### config.mk
export PLATFORM = sky130hd
export DESIGN_NAME = tec_datapath_flat
export DESIGN_NICKNAME = d
export VERILOG_FILES = /design/src/rtl/tec_datapath_if.sv /design/src/rtl/tec_datapath.sv /design/src/flat_wrapper.sv
export SDC_FILE = /design/constraint.sdc
export NUM_CORES = 2
export LEC_CHECK = 0
export BUFFER_PORTS_ARGS = -buffer_cell sky130_fd_sc_hd__buf_2
export CAP_MARGIN = 20
export CORE_MARGIN = 4
export CORE_UTILIZATION = 34
export CTS_BUF_LIST = sky130_fd_sc_hd__clkbuf_4 sky130_fd_sc_hd__clkbuf_8 sky130_fd_sc_hd__clkbuf_16
export CTS_CLUSTER_SIZE = 12
export DETAILED_ROUTE_END_ITERATION = 10
export SLEW_MARGIN = 0
export SYNTH_ARGS = -nofsm -noshare
export SYNTH_HDL_FRONTEND = slang
export SYNTH_SLANG_ARGS = --single-unit
### constraint.sdc
create_clock -name T3 -period 14.3 [get_ports T3]
set_input_delay 1.43 -clock T3 [delete_from_list [all_inputs] [get_ports T3]]
set_output_delay 1.43 -clock T3 [all_outputs]
set_load 0.05 [all_outputs]
### src/rtl/tec_datapath_if.sv
// Control word from the hardwired controller into the datapath, plus the
// beat/opcode/flag status the controller reads back.
interface tec_datapath_if;
  logic [3:0] SEL;
  logic       SELCTL;
  logic [3:0] S;
  logic       M;
  logic       CIN;
  logic       ABUS;
  logic       SBUS;
  logic       MBUS;
  logic       DRW;
  logic       LPC;
  logic       PCINC;
  logic       PCADD;
  logic       LAR;
  logic       ARINC;
  logic       LIR;
  logic       MEMW;
  logic       LDC;
  logic       LDZ;
  logic       SHORT;
  logic       LONG;
  logic       STOP;
  logic [2:0] W;
  logic [3:0] IR_HI;
  logic       C;
  logic       Z;

  modport master (
    output SEL, SELCTL, S, M, CIN, ABUS, SBUS, MBUS, DRW, LPC, PCINC, PCADD,
           LAR, ARINC, LIR, MEMW, LDC, LDZ, SHORT, LONG, STOP,
    input  W, IR_HI, C, Z
  );

  modport slave (
    input  SEL, SELCTL, S, M, CIN, ABUS, SBUS, MBUS, DRW, LPC, PCINC, PCADD,
           LAR, ARINC, LIR, MEMW, LDC, LDZ, SHORT, LONG, STOP,
    output W, IR_HI, C, Z
  );
endinterface

### src/rtl/tec_datapath.sv
// Execution datapath and W1/W2/W3 beat sequencer for the hardwired controller.
// All state changes on the falling edge of T3; CLR is an async active-low reset.
module tec_datapath #(
  parameter int DW        = 8,
  parameter int AW        = 8,
  parameter int MEM_DEPTH = 256
) (
  input  logic          T3,
  input  logic          CLR,
  input  logic          QD,
  input  logic [DW-1:0] SWD,
  tec_datapath_if.slave ctl,
  output logic [AW-1:0] PC_OUT,
  output logic [AW-1:0] AR_OUT,
  output logic [DW-1:0] BUS_OUT,
  output logic          HALTED,
  output logic          BUS_ERR
);

  typedef enum logic [2:0] {
    BEAT_W1 = 3'b001,
    BEAT_W2 = 3'b010,
    BEAT_W3 = 3'b100
  } beat_t;

  beat_t         r_beat;
  beat_t         w_beat_next;
  logic          r_halted;
  logic          w_halted_next;
  logic          w_act;

  logic [DW-1:0] r_gpr [4];
  logic [AW-1:0] r_pc;
  logic [AW-1:0] r_ar;
  logic [DW-1:0] r_ir;
  logic          r_c;
  logic          r_z;
  logic [DW-1:0] r_mem [MEM_DEPTH];

  logic [3:0]    w_sel;
  logic [DW-1:0] w_a;
  logic [DW-1:0] w_b;
  logic [DW-1:0] w_x;
  logic [DW-1:0] w_y;
  logic [DW:0]   w_sum;
  logic [DW-1:0] w_logic;
  logic [DW-1:0] w_f;
  logic          w_cout;
  logic [DW-1:0] w_bus;
  logic [AW-1:0] w_ofs;

  assign w_act = ~r_halted;
  assign w_sel = ctl.SELCTL ? ctl.SEL : r_ir[3:0];
  assign w_a   = r_gpr[w_sel[3:2]];
  assign w_b   = r_gpr[w_sel[1:0]];

  // 74181 arithmetic: F = (A | B&S0 | ~B&S1) + (A&~B&S2 | A&B&S3) + carry, Cn low means carry in.
  assign w_x   = w_a | (w_b & {DW{ctl.S[0]}}) | (~w_b & {DW{ctl.S[1]}});
  assign w_y   = (w_a & ~w_b & {DW{ctl.S[2]}}) | (w_a & w_b & {DW{ctl.S[3]}});
  assign w_sum = {1'b0, w_x} + {1'b0, w_y} + {{DW{1'b0}}, ~ctl.CIN};

  // 74181 logic-mode function table
  always_comb begin
    w_logic = {DW{1'b0}};
    case (ctl.S)
      4'b0000: w_logic = ~w_a;
      4'b0001: w_logic = ~(w_a | w_b);
      4'b0010: w_logic = ~w_a & w_b;
      4'b0011: w_logic = {DW{1'b0}};
      4'b0100: w_logic = ~(w_a & w_b);
      4'b0101: w_logic = ~w_b;
      4'b0110: w_logic = w_a ^ w_b;
      4'b0111: w_logic = w_a & ~w_b;
      4'b1000: w_logic = ~w_a | w_b;
      4'b1001: w_logic = ~(w_a ^ w_b);
      4'b1010: w_logic = w_b;
      4'b1011: w_logic = w_a & w_b;
      4'b1100: w_logic = {DW{1'b1}};
      4'b1101: w_logic = w_a | ~w_b;
      4'b1110: w_logic = w_a | w_b;
      default: w_logic = w_a;
    endcase
  end

  assign w_f    = ctl.M ? w_logic : w_sum[DW-1:0];
  assign w_cout = ctl.M ? 1'b0 : w_sum[DW];

  // Wired-OR bus: overlapping drivers still merge, BUS_ERR just flags the conflict.
  assign w_bus   = ({DW{ctl.ABUS}} & w_f) | ({DW{ctl.SBUS}} & SWD) |
                   ({DW{ctl.MBUS}} & r_mem[r_ar]);
  assign BUS_ERR = (ctl.ABUS & ctl.SBUS) | (ctl.ABUS & ctl.MBUS) | (ctl.SBUS & ctl.MBUS);
  assign w_ofs   = {{(AW-4){r_ir[3]}}, r_ir[3:0]};

  // Beat/halt next state; a QD release edge only clears the halt and runs nothing.
  always_comb begin
    w_beat_next   = r_beat;
    w_halted_next = r_halted;
    if (r_halted) begin
      if (QD) begin
        w_halted_next = 1'b0;
      end else begin
        w_halted_next = 1'b1;
      end
    end else begin
      case (r_beat)
        BEAT_W1: w_beat_next = ctl.SHORT ? BEAT_W1 : BEAT_W2;
        BEAT_W2: w_beat_next = ctl.LONG ? BEAT_W3 : BEAT_W1;
        BEAT_W3: w_beat_next = BEAT_W1;
        default: w_beat_next = BEAT_W1;
      endcase
      if (ctl.STOP) begin
        w_halted_next = 1'b1;
      end else begin
        w_halted_next = 1'b0;
      end
    end
  end

  // Sequencer state register
  always_ff @(negedge T3 or negedge CLR) begin
    if (!CLR) begin
      r_beat   <= BEAT_W1;
      r_halted <= 1'b1;
    end else begin
      r_beat   <= w_beat_next;
      r_halted <= w_halted_next;
    end
  end

  // Register file, PC, AR, IR and flags; every source is a pre-edge value.
  always_ff @(negedge T3 or negedge CLR) begin
    if (!CLR) begin
      for (int i = 0; i < 4; i++) begin
        r_gpr[i] <= {DW{1'b0}};
      end
      r_pc <= {AW{1'b0}};
      r_ar <= {AW{1'b0}};
      r_ir <= {DW{1'b0}};
      r_c  <= 1'b0;
      r_z  <= 1'b0;
    end else if (w_act) begin
      if (ctl.DRW)   r_gpr[w_sel[3:2]] <= w_bus;
      if (ctl.LDC)   r_c <= w_cout;
      if (ctl.LDZ)   r_z <= (w_f == {DW{1'b0}});
      if (ctl.LIR)   r_ir <= r_mem[r_pc];
      if (ctl.LPC)        r_pc <= w_bus[AW-1:0];
      else if (ctl.PCADD) r_pc <= r_pc + w_ofs;
      else if (ctl.PCINC) r_pc <= r_pc + {{(AW-1){1'b0}}, 1'b1};
      if (ctl.LAR)        r_ar <= w_bus[AW-1:0];
      else if (ctl.ARINC) r_ar <= r_ar + {{(AW-1){1'b0}}, 1'b1};
    end
  end

  // RAM is deliberately left out of reset
  always_ff @(negedge T3) begin
    if (w_act && ctl.MEMW) begin
      r_mem[r_ar] <= w_bus;
    end
  end

  assign ctl.W     = r_beat;
  assign ctl.IR_HI = r_ir[DW-1 -: 4];
  assign ctl.C     = r_c;
  assign ctl.Z     = r_z;
  assign PC_OUT    = r_pc;
  assign AR_OUT    = r_ar;
  assign BUS_OUT   = w_bus;
  assign HALTED    = r_halted;

endmodule

### src/flat_wrapper.sv
// flat-port wrapper written by rule: the top's interface ports become plain ports
module tec_datapath_flat 
#(
  parameter int DW        = 8,
  parameter int AW        = 8,
  parameter int MEM_DEPTH = 256
)
  (T3, CLR, QD, SWD, PC_OUT, AR_OUT, BUS_OUT, HALTED, BUS_ERR, ctl_SEL, ctl_SELCTL, ctl_S, ctl_M, ctl_CIN, ctl_ABUS, ctl_SBUS, ctl_MBUS, ctl_DRW, ctl_LPC, ctl_PCINC, ctl_PCADD, ctl_LAR, ctl_ARINC, ctl_LIR, ctl_MEMW, ctl_LDC, ctl_LDZ, ctl_SHORT, ctl_LONG, ctl_STOP, ctl_W, ctl_IR_HI, ctl_C, ctl_Z);
  tec_datapath_if ctl_i ();
  input  logic T3;
  input  logic CLR;
  input  logic QD;
  input  logic [DW-1:0] SWD;
  output logic [AW-1:0] PC_OUT;
  output logic [AW-1:0] AR_OUT;
  output logic [DW-1:0] BUS_OUT;
  output logic HALTED;
  output logic BUS_ERR;
  input wire logic [$bits(ctl_i.SEL)-1:0] ctl_SEL;
  input wire logic [$bits(ctl_i.SELCTL)-1:0] ctl_SELCTL;
  input wire logic [$bits(ctl_i.S)-1:0] ctl_S;
  input wire logic [$bits(ctl_i.M)-1:0] ctl_M;
  input wire logic [$bits(ctl_i.CIN)-1:0] ctl_CIN;
  input wire logic [$bits(ctl_i.ABUS)-1:0] ctl_ABUS;
  input wire logic [$bits(ctl_i.SBUS)-1:0] ctl_SBUS;
  input wire logic [$bits(ctl_i.MBUS)-1:0] ctl_MBUS;
  input wire logic [$bits(ctl_i.DRW)-1:0] ctl_DRW;
  input wire logic [$bits(ctl_i.LPC)-1:0] ctl_LPC;
  input wire logic [$bits(ctl_i.PCINC)-1:0] ctl_PCINC;
  input wire logic [$bits(ctl_i.PCADD)-1:0] ctl_PCADD;
  input wire logic [$bits(ctl_i.LAR)-1:0] ctl_LAR;
  input wire logic [$bits(ctl_i.ARINC)-1:0] ctl_ARINC;
  input wire logic [$bits(ctl_i.LIR)-1:0] ctl_LIR;
  input wire logic [$bits(ctl_i.MEMW)-1:0] ctl_MEMW;
  input wire logic [$bits(ctl_i.LDC)-1:0] ctl_LDC;
  input wire logic [$bits(ctl_i.LDZ)-1:0] ctl_LDZ;
  input wire logic [$bits(ctl_i.SHORT)-1:0] ctl_SHORT;
  input wire logic [$bits(ctl_i.LONG)-1:0] ctl_LONG;
  input wire logic [$bits(ctl_i.STOP)-1:0] ctl_STOP;
  output wire logic [$bits(ctl_i.W)-1:0] ctl_W;
  output wire logic [$bits(ctl_i.IR_HI)-1:0] ctl_IR_HI;
  output wire logic [$bits(ctl_i.C)-1:0] ctl_C;
  output wire logic [$bits(ctl_i.Z)-1:0] ctl_Z;
  assign ctl_i.SEL = ctl_SEL;
  assign ctl_i.SELCTL = ctl_SELCTL;
  assign ctl_i.S = ctl_S;
  assign ctl_i.M = ctl_M;
  assign ctl_i.CIN = ctl_CIN;
  assign ctl_i.ABUS = ctl_ABUS;
  assign ctl_i.SBUS = ctl_SBUS;
  assign ctl_i.MBUS = ctl_MBUS;
  assign ctl_i.DRW = ctl_DRW;
  assign ctl_i.LPC = ctl_LPC;
  assign ctl_i.PCINC = ctl_PCINC;
  assign ctl_i.PCADD = ctl_PCADD;
  assign ctl_i.LAR = ctl_LAR;
  assign ctl_i.ARINC = ctl_ARINC;
  assign ctl_i.LIR = ctl_LIR;
  assign ctl_i.MEMW = ctl_MEMW;
  assign ctl_i.LDC = ctl_LDC;
  assign ctl_i.LDZ = ctl_LDZ;
  assign ctl_i.SHORT = ctl_SHORT;
  assign ctl_i.LONG = ctl_LONG;
  assign ctl_i.STOP = ctl_STOP;
  assign ctl_W = ctl_i.W;
  assign ctl_IR_HI = ctl_i.IR_HI;
  assign ctl_C = ctl_i.C;
  assign ctl_Z = ctl_i.Z;
  tec_datapath #(.DW(DW), .AW(AW), .MEM_DEPTH(MEM_DEPTH)) u_core (.T3(T3), .CLR(CLR), .QD(QD), .SWD(SWD), .ctl(ctl_i), .PC_OUT(PC_OUT), .AR_OUT(AR_OUT), .BUS_OUT(BUS_OUT), .HALTED(HALTED), .BUS_ERR(BUS_ERR));
endmodule
-- Word-level counts from Yosys, hierarchy flattened
Memories as Yosys holds them, arrays and structs flattened. A register that Yosys moved wholly into a read port is not among the register bits.
Index checks and enable logic that the tools add are counted.
- bits in registers: 54
- memory bits (writable): 2048
- output and inout bits: 35
- memories: 1
- add/subtract/negate cells: 5
- order comparisons: 3
- equality and inequality tests: 16
- multiplexer cells: 26
- bitwise gates (word level): 33
- reductions and logical operators: 13
- memories (name ; depth ; width ; rd ports ; clocked after Yosys merged registers in ; write ports ; line ; source):
    u_core.r_mem ; 256 ; 8 ; 2 ; 1 ; 1 ; tec_datapath.sv:38 ; logic [DW-1:0] r_mem [MEM_DEPTH];
- operators by type and width (kind ; number):
    $pmux 8 s15 ; 1
    $mux 8 ; 11
    $and 8x8->8 ; 10
    $or 8x8->8 ; 8
    $not 8->8 ; 5
    $bmux 8 s2 ; 2
    $bwmux 32 ; 1
    $eq 4x4->1 const B ; 7
    $add 8x1->8 const B ; 2
    $demux 8 s2 ; 1
    $eq 4x3->1 const B ; 4
    $reduce_and 2->1 ; 6
    $add 8x8->9 ; 1
    $add 9x1->9 ; 1
    $add 8x8->8 ; 1
    $eq 4x2->1 const B ; 2
    $logic_not 8->1 ; 1
    $xor 8x8->8 ; 1
    $ge 3x3->1 const B ; 2
    $mux 1 ; 6
    $not 2->3 ; 2
    $pmux 3 s2 ; 1
    $eq 4x1->1 const B ; 1
    $logic_not 4->1 ; 1
    other kinds (13) ; 18

-- Logic depth before layout (Yosys ltp)
- depth in word-level cells: 16
- depth in mapped cells: 18

==> flow_metrics.tcl <==
set metrics [dict create \
    cts_inserted_buffers 233 \
    hold_path_class "flop to flop" \
    power_frac_seq_pct 29.0 \
    cellInternalPower_w 0.0178 \
    cts_root_buffer "sky130_fd_sc_hd__clkbuf_16" \
    synthDominantCellAreaShare_pct 60.6 \
    overflow 0 \
    detailedPlacementHpwl_um 263000 \
    number_of_global_route_vias_before_repair 72300 \
    floorplan.die.height_um 554 \
    tightestPinTransition_ns 1.33 \
    routed_via_density 6.05 \
    final.setup.worst_slack_ns -0.163 \
    synthFlopType "sky130_fd_sc_hd__edfxtp_1" \
    synth-seq-cells 2110 \
    hold_vio_cnt_final 0 \
    share_of_total_power_consumed_by_net_switching_pct 42.5 \
    synthesis.yosys.warnings 0 \
    pre_cts_slack_ns 0.122 \
    maxCapViolations 0 \
    cp_max_fo 34 \
    globalRouteTotalUtil_pct 25.0 \
    initial_core_util_pct 34.2 \
    drc 0 \
    holdBufCountCts 0 \
    grt_max_degree 257 \
    violations "negative setup slack" \
    grt_pass1_wl_um 542000 \
    clock_power_share_pct 27.5 \
    vdd_ir_drop_max_mv 0.306 \
    final-max-slew-violation-count 0 \
    timing.critical_path.from_type "flop" \
    gates_resized_cts_repair 0 \
    worst_setup_hold_path_clk_slew_ns 0.05 \
    worstSetupPathType "flop to output pin" \
    final_nets 7673 \
    cts_setup_buffers 0 \
    worstPathRequired_ns 12.87 \
    critPathArrivalTime_ns 13.03 \
    number_of_flops_mapped_to_enable_cells_by_yosys 2048 \
    clk_path_buf_depth 4 \
    outcome "finished, violations left" \
    pwr_density_cell_nw_per_um2 251 \
    globalplace.congestion 1.05 \
    antenna_left 0 \
    die_area_um2 307000 \
    coreArea_um2 297000 \
    row_count 200 \
    io_pins 73 \
    synth_top_cell_by_area "sky130_fd_sc_hd__edfxtp_1" \
    leakage_nw 47.0 \
    max_slew_margin_pct 11.1 \
    setup_violations 3 \
    worst_skew_pair.late_latency_ns 0.97 \
    detail_route.iter0.violations 11800 \
    tritoncts "built" \
    synthesis.area_um2 102000 \
    number_of_iterations_in_the_first_detailed_routing_pass 9 \
    p_sw_w 0.0131 \
    setup_repair_after_global_routing_missed_its_margin "false" \
    synth.distinct_cells 94 \
    asyncSetResetFlopFracSynth_pct 2.94 \
    postSynthCellCount 5350 \
    antenna_found_initial 31 \
    whs_path_depth 2 \
    worst_r2r_path_depth 11 \
    core_utilization_of_the_finished_layout_pct 41.6 \
    critPathCaptureType "output pin" \
    final_layout_size_suffix_gt1_share_pct 25.8 \
    setup_tns_ns -0.243 \
    timing.clock.skew_ns 0.114 \
    comb_power_share_pct 43.5 \
    route.vias.total 70900 \
    routed_wirelength_um 393000 \
    place.port_buffers 72 \
    syn_to_final_growth_pct 21.7 \
    routed_wire_length_per_instance_um 33.5 \
    die_w_um 554 \
    synth.net_count 5441 \
    synth_top_cells_by_area "sky130_fd_sc_hd__edfxtp_1 (61%), sky130_fd_sc_hd__mux4_2 (25%), sky130_fd_sc_hd__dfrtn_1 (1.5%), sky130_fd_sc_hd__mux2i_1 (1.5%), sky130_fd_sc_hd__nor2_1 (1.4%)" \
    htreeDepth 4 \
    cts.sinks 2110 \
    synth_area_per_cell_um2 19.0 \
    yosysSeqAreaShare_pct 62.1 \
]
-- cell families after synthesis --
group	count (synthesis)	synth area share [%]
AO/OA/AOI/OAI	509	3.64
XOR/XNOR	6	0.0518
adder cells (fa/ha/maj)	54	0.685
buffers and inverters	487	2.25
flip-flops	2110	62.1
multiplexers	1333	27.3
AND/OR/NAND/NOR	851	3.99
-- critical path: stages, from the launching register on --
cell and delay (ns):
sky130_fd_sc_hd__dfrtn_1 1.15, sky130_fd_sc_hd__buf_12 0.33, sky130_fd_sc_hd__buf_12 0.30, sky130_fd_sc_hd__nand2_1 0.57, sky130_fd_sc_hd__o31ai_1 0.56, sky130_fd_sc_hd__o41ai_1 0.12
sky130_fd_sc_hd__a21oi_1 0.92, sky130_fd_sc_hd__o41ai_2 0.21, sky130_fd_sc_hd__buf_4 0.25, sky130_fd_sc_hd__nand2_8 0.07, sky130_fd_sc_hd__buf_2 0.34
-- stage by stage --
| stage | hold WS (ns) | instances | total power (W) | instance area (µm²) |
|---|---|---|---|---|
| after floorplan | 0.413 | 5350 | 0.0177 | 102000 |
| after global placement | 0.447 | 9211 | 0.0228 | 108000 |
| after detailed placement | 0.451 | 9219 | 0.0230 | 108000 |
| after CTS | 0.459 | 11700 | 0.0307 | 123000 |
| after global routing | 0.465 | 11700 | 0.0321 | 123000 |
| final | 0.449 | 11700 | 0.0310 | 124000 |
-- registers in the layout (all words and copies together) (netlist names) --
signal,flops
u_core.r_ir,8
u_core.ctl.W,3
u_core.r_mem,2048
u_core.ctl.C,1
u_core.AR_OUT,8
u_core.r_gpr,32
u_core.ctl.Z,1
u_core.PC_OUT,8
u_core.HALTED,1
-- power groups by stage --
stage          Combinational, W  Sequential, W  Clock, W
6_report                 0.0135        0.00899   0.00852
5_1_grt                  0.0137        0.00897   0.00940
4_1_cts                  0.0131        0.00897   0.00867
3_5_place_dp             0.0131        0.00905  0.000847
3_3_place_gp             0.0129        0.00905  0.000847
2_1_floorplan           0.00747        0.00938  0.000847
-- cell usage in the layout, fill, tap and decap left out, types with 9 or more instances in the layout --
cell                         instances
sky130_fd_sc_hd__nor2_1            365
sky130_fd_sc_hd__inv_1            2141
sky130_fd_sc_hd__and3_1             11
sky130_fd_sc_hd__edfxtp_1         2048
sky130_fd_sc_hd__nor3b_1            11
sky130_fd_sc_hd__nor3_1             42
sky130_fd_sc_hd__nand2b_1           23
sky130_fd_sc_hd__a221oi_1           20
sky130_fd_sc_hd__mux2i_1           142
sky130_fd_sc_hd__a21oi_1            69
sky130_fd_sc_hd__ha_1               49
sky130_fd_sc_hd__nand3_2            12
sky130_fd_sc_hd__a31oi_1            28
sky130_fd_sc_hd__nor4_1             20
sky130_fd_sc_hd__a32oi_1             9
sky130_fd_sc_hd__o2111ai_1          11
sky130_fd_sc_hd__nand2_1           137
sky130_fd_sc_hd__buf_12             42
sky130_fd_sc_hd__a22oi_1           130
sky130_fd_sc_hd__o21a_1             10
sky130_fd_sc_hd__o21ai_0            59
sky130_fd_sc_hd__dfrtn_1            60
sky130_fd_sc_hd__buf_2              71
sky130_fd_sc_hd__diode_2            20
sky130_fd_sc_hd__a211oi_1           12
sky130_fd_sc_hd__clkbuf_16         238
sky130_fd_sc_hd__mux4_2           1142
sky130_fd_sc_hd__nor2b_1            33
sky130_fd_sc_hd__buf_6              14
sky130_fd_sc_hd__a22o_1             23
sky130_fd_sc_hd__bufinv_16          34
sky130_fd_sc_hd__o211ai_1           19
sky130_fd_sc_hd__mux2_2             42
sky130_fd_sc_hd__o22ai_1            17
sky130_fd_sc_hd__nand4_1            29
sky130_fd_sc_hd__clkinvlp_2         57
sky130_fd_sc_hd__buf_4             260
sky130_fd_sc_hd__nand3_1            85
-- synth_stat cells, types with 6 or more instances --
library cell / number
sky130_fd_sc_hd__edfxtp_1: 2048
sky130_fd_sc_hd__mux4_2: 1142
sky130_fd_sc_hd__nor2_1: 368
sky130_fd_sc_hd__clkbuf_1: 232
sky130_fd_sc_hd__mux2i_1: 148
sky130_fd_sc_hd__nand2_1: 139
sky130_fd_sc_hd__a22oi_1: 130
sky130_fd_sc_hd__nand3_1: 97
sky130_fd_sc_hd__buf_2: 92
sky130_fd_sc_hd__a21oi_1: 69
sky130_fd_sc_hd__buf_1: 65
sky130_fd_sc_hd__o21ai_0: 61
sky130_fd_sc_hd__dfrtn_1: 60
sky130_fd_sc_hd__ha_1: 50
sky130_fd_sc_hd__nor3_1: 44
sky130_fd_sc_hd__mux2_2: 42
sky130_fd_sc_hd__inv_1: 41
sky130_fd_sc_hd__nor2b_1: 37
sky130_fd_sc_hd__buf_6: 29
sky130_fd_sc_hd__nand4_1: 29
sky130_fd_sc_hd__a31oi_1: 28
sky130_fd_sc_hd__a22o_1: 23
sky130_fd_sc_hd__nand2b_1: 23
sky130_fd_sc_hd__nor4_1: 23
sky130_fd_sc_hd__buf_4: 22
sky130_fd_sc_hd__a221oi_1: 20
sky130_fd_sc_hd__o211ai_1: 19
sky130_fd_sc_hd__o22ai_1: 17
sky130_fd_sc_hd__nor3b_1: 15
sky130_fd_sc_hd__a211oi_1: 12
sky130_fd_sc_hd__and3_1: 11
sky130_fd_sc_hd__o2111ai_1: 11
sky130_fd_sc_hd__o21a_1: 10
sky130_fd_sc_hd__a32oi_1: 9
sky130_fd_sc_hd__a2111oi_0: 7
sky130_fd_sc_hd__a311oi_1: 7
sky130_fd_sc_hd__a41oi_1: 7
sky130_fd_sc_hd__and2_1: 7
sky130_fd_sc_hd__and4b_1: 7
sky130_fd_sc_hd__nor4bb_1: 7
sky130_fd_sc_hd__a21o_1: 6
sky130_fd_sc_hd__a221o_1: 6
sky130_fd_sc_hd__nor4b_1: 6
sky130_fd_sc_hd__or3_1: 6
-- worst paths after layout --
check	end	from	slack, ns
max	BUS_OUT[0]	u_core.AR_OUT[1]$_DFFE_NN0P_	-0.16
min	u_core.ctl.C$_DFFE_NN0P_	u_core.ctl.C$_DFFE_NN0P_	0.45
max reg2reg	u_core.r_ir[3]$_DFFE_NN0P_	u_core.PC_OUT[1]$_DFFE_NN0P_	6.73
min reg2reg	u_core.ctl.C$_DFFE_NN0P_	u_core.ctl.C$_DFFE_NN0P_	0.45
max in group asynchronous	u_core.r_ir[4]$_DFFE_NN0P_	CLR	5.82
min in group asynchronous	u_core.ctl.C$_DFFE_NN0P_	CLR	7.81
-- routing by layer --
metal / part of all wire, % / global-route usage (%)
met1: 36 / 31.6
met2: 44 / 35.7
met3: 13 / 9.45
met4: 6.8 / 16.4
met5: 0.034 / 0
-- layout make-up --
type                       instances  area (µm²)
timing repair buffer             391        3380
clock buffer                     239        5960
inverter                          43         176
fill                           26800      174000
sequential                      2110       63100
antenna                           20        50.0
clock inverter                  2223        9490
tap                             3939        4930
multi-input combinational       2753       36500
Power figures use the tool's default switching activity.
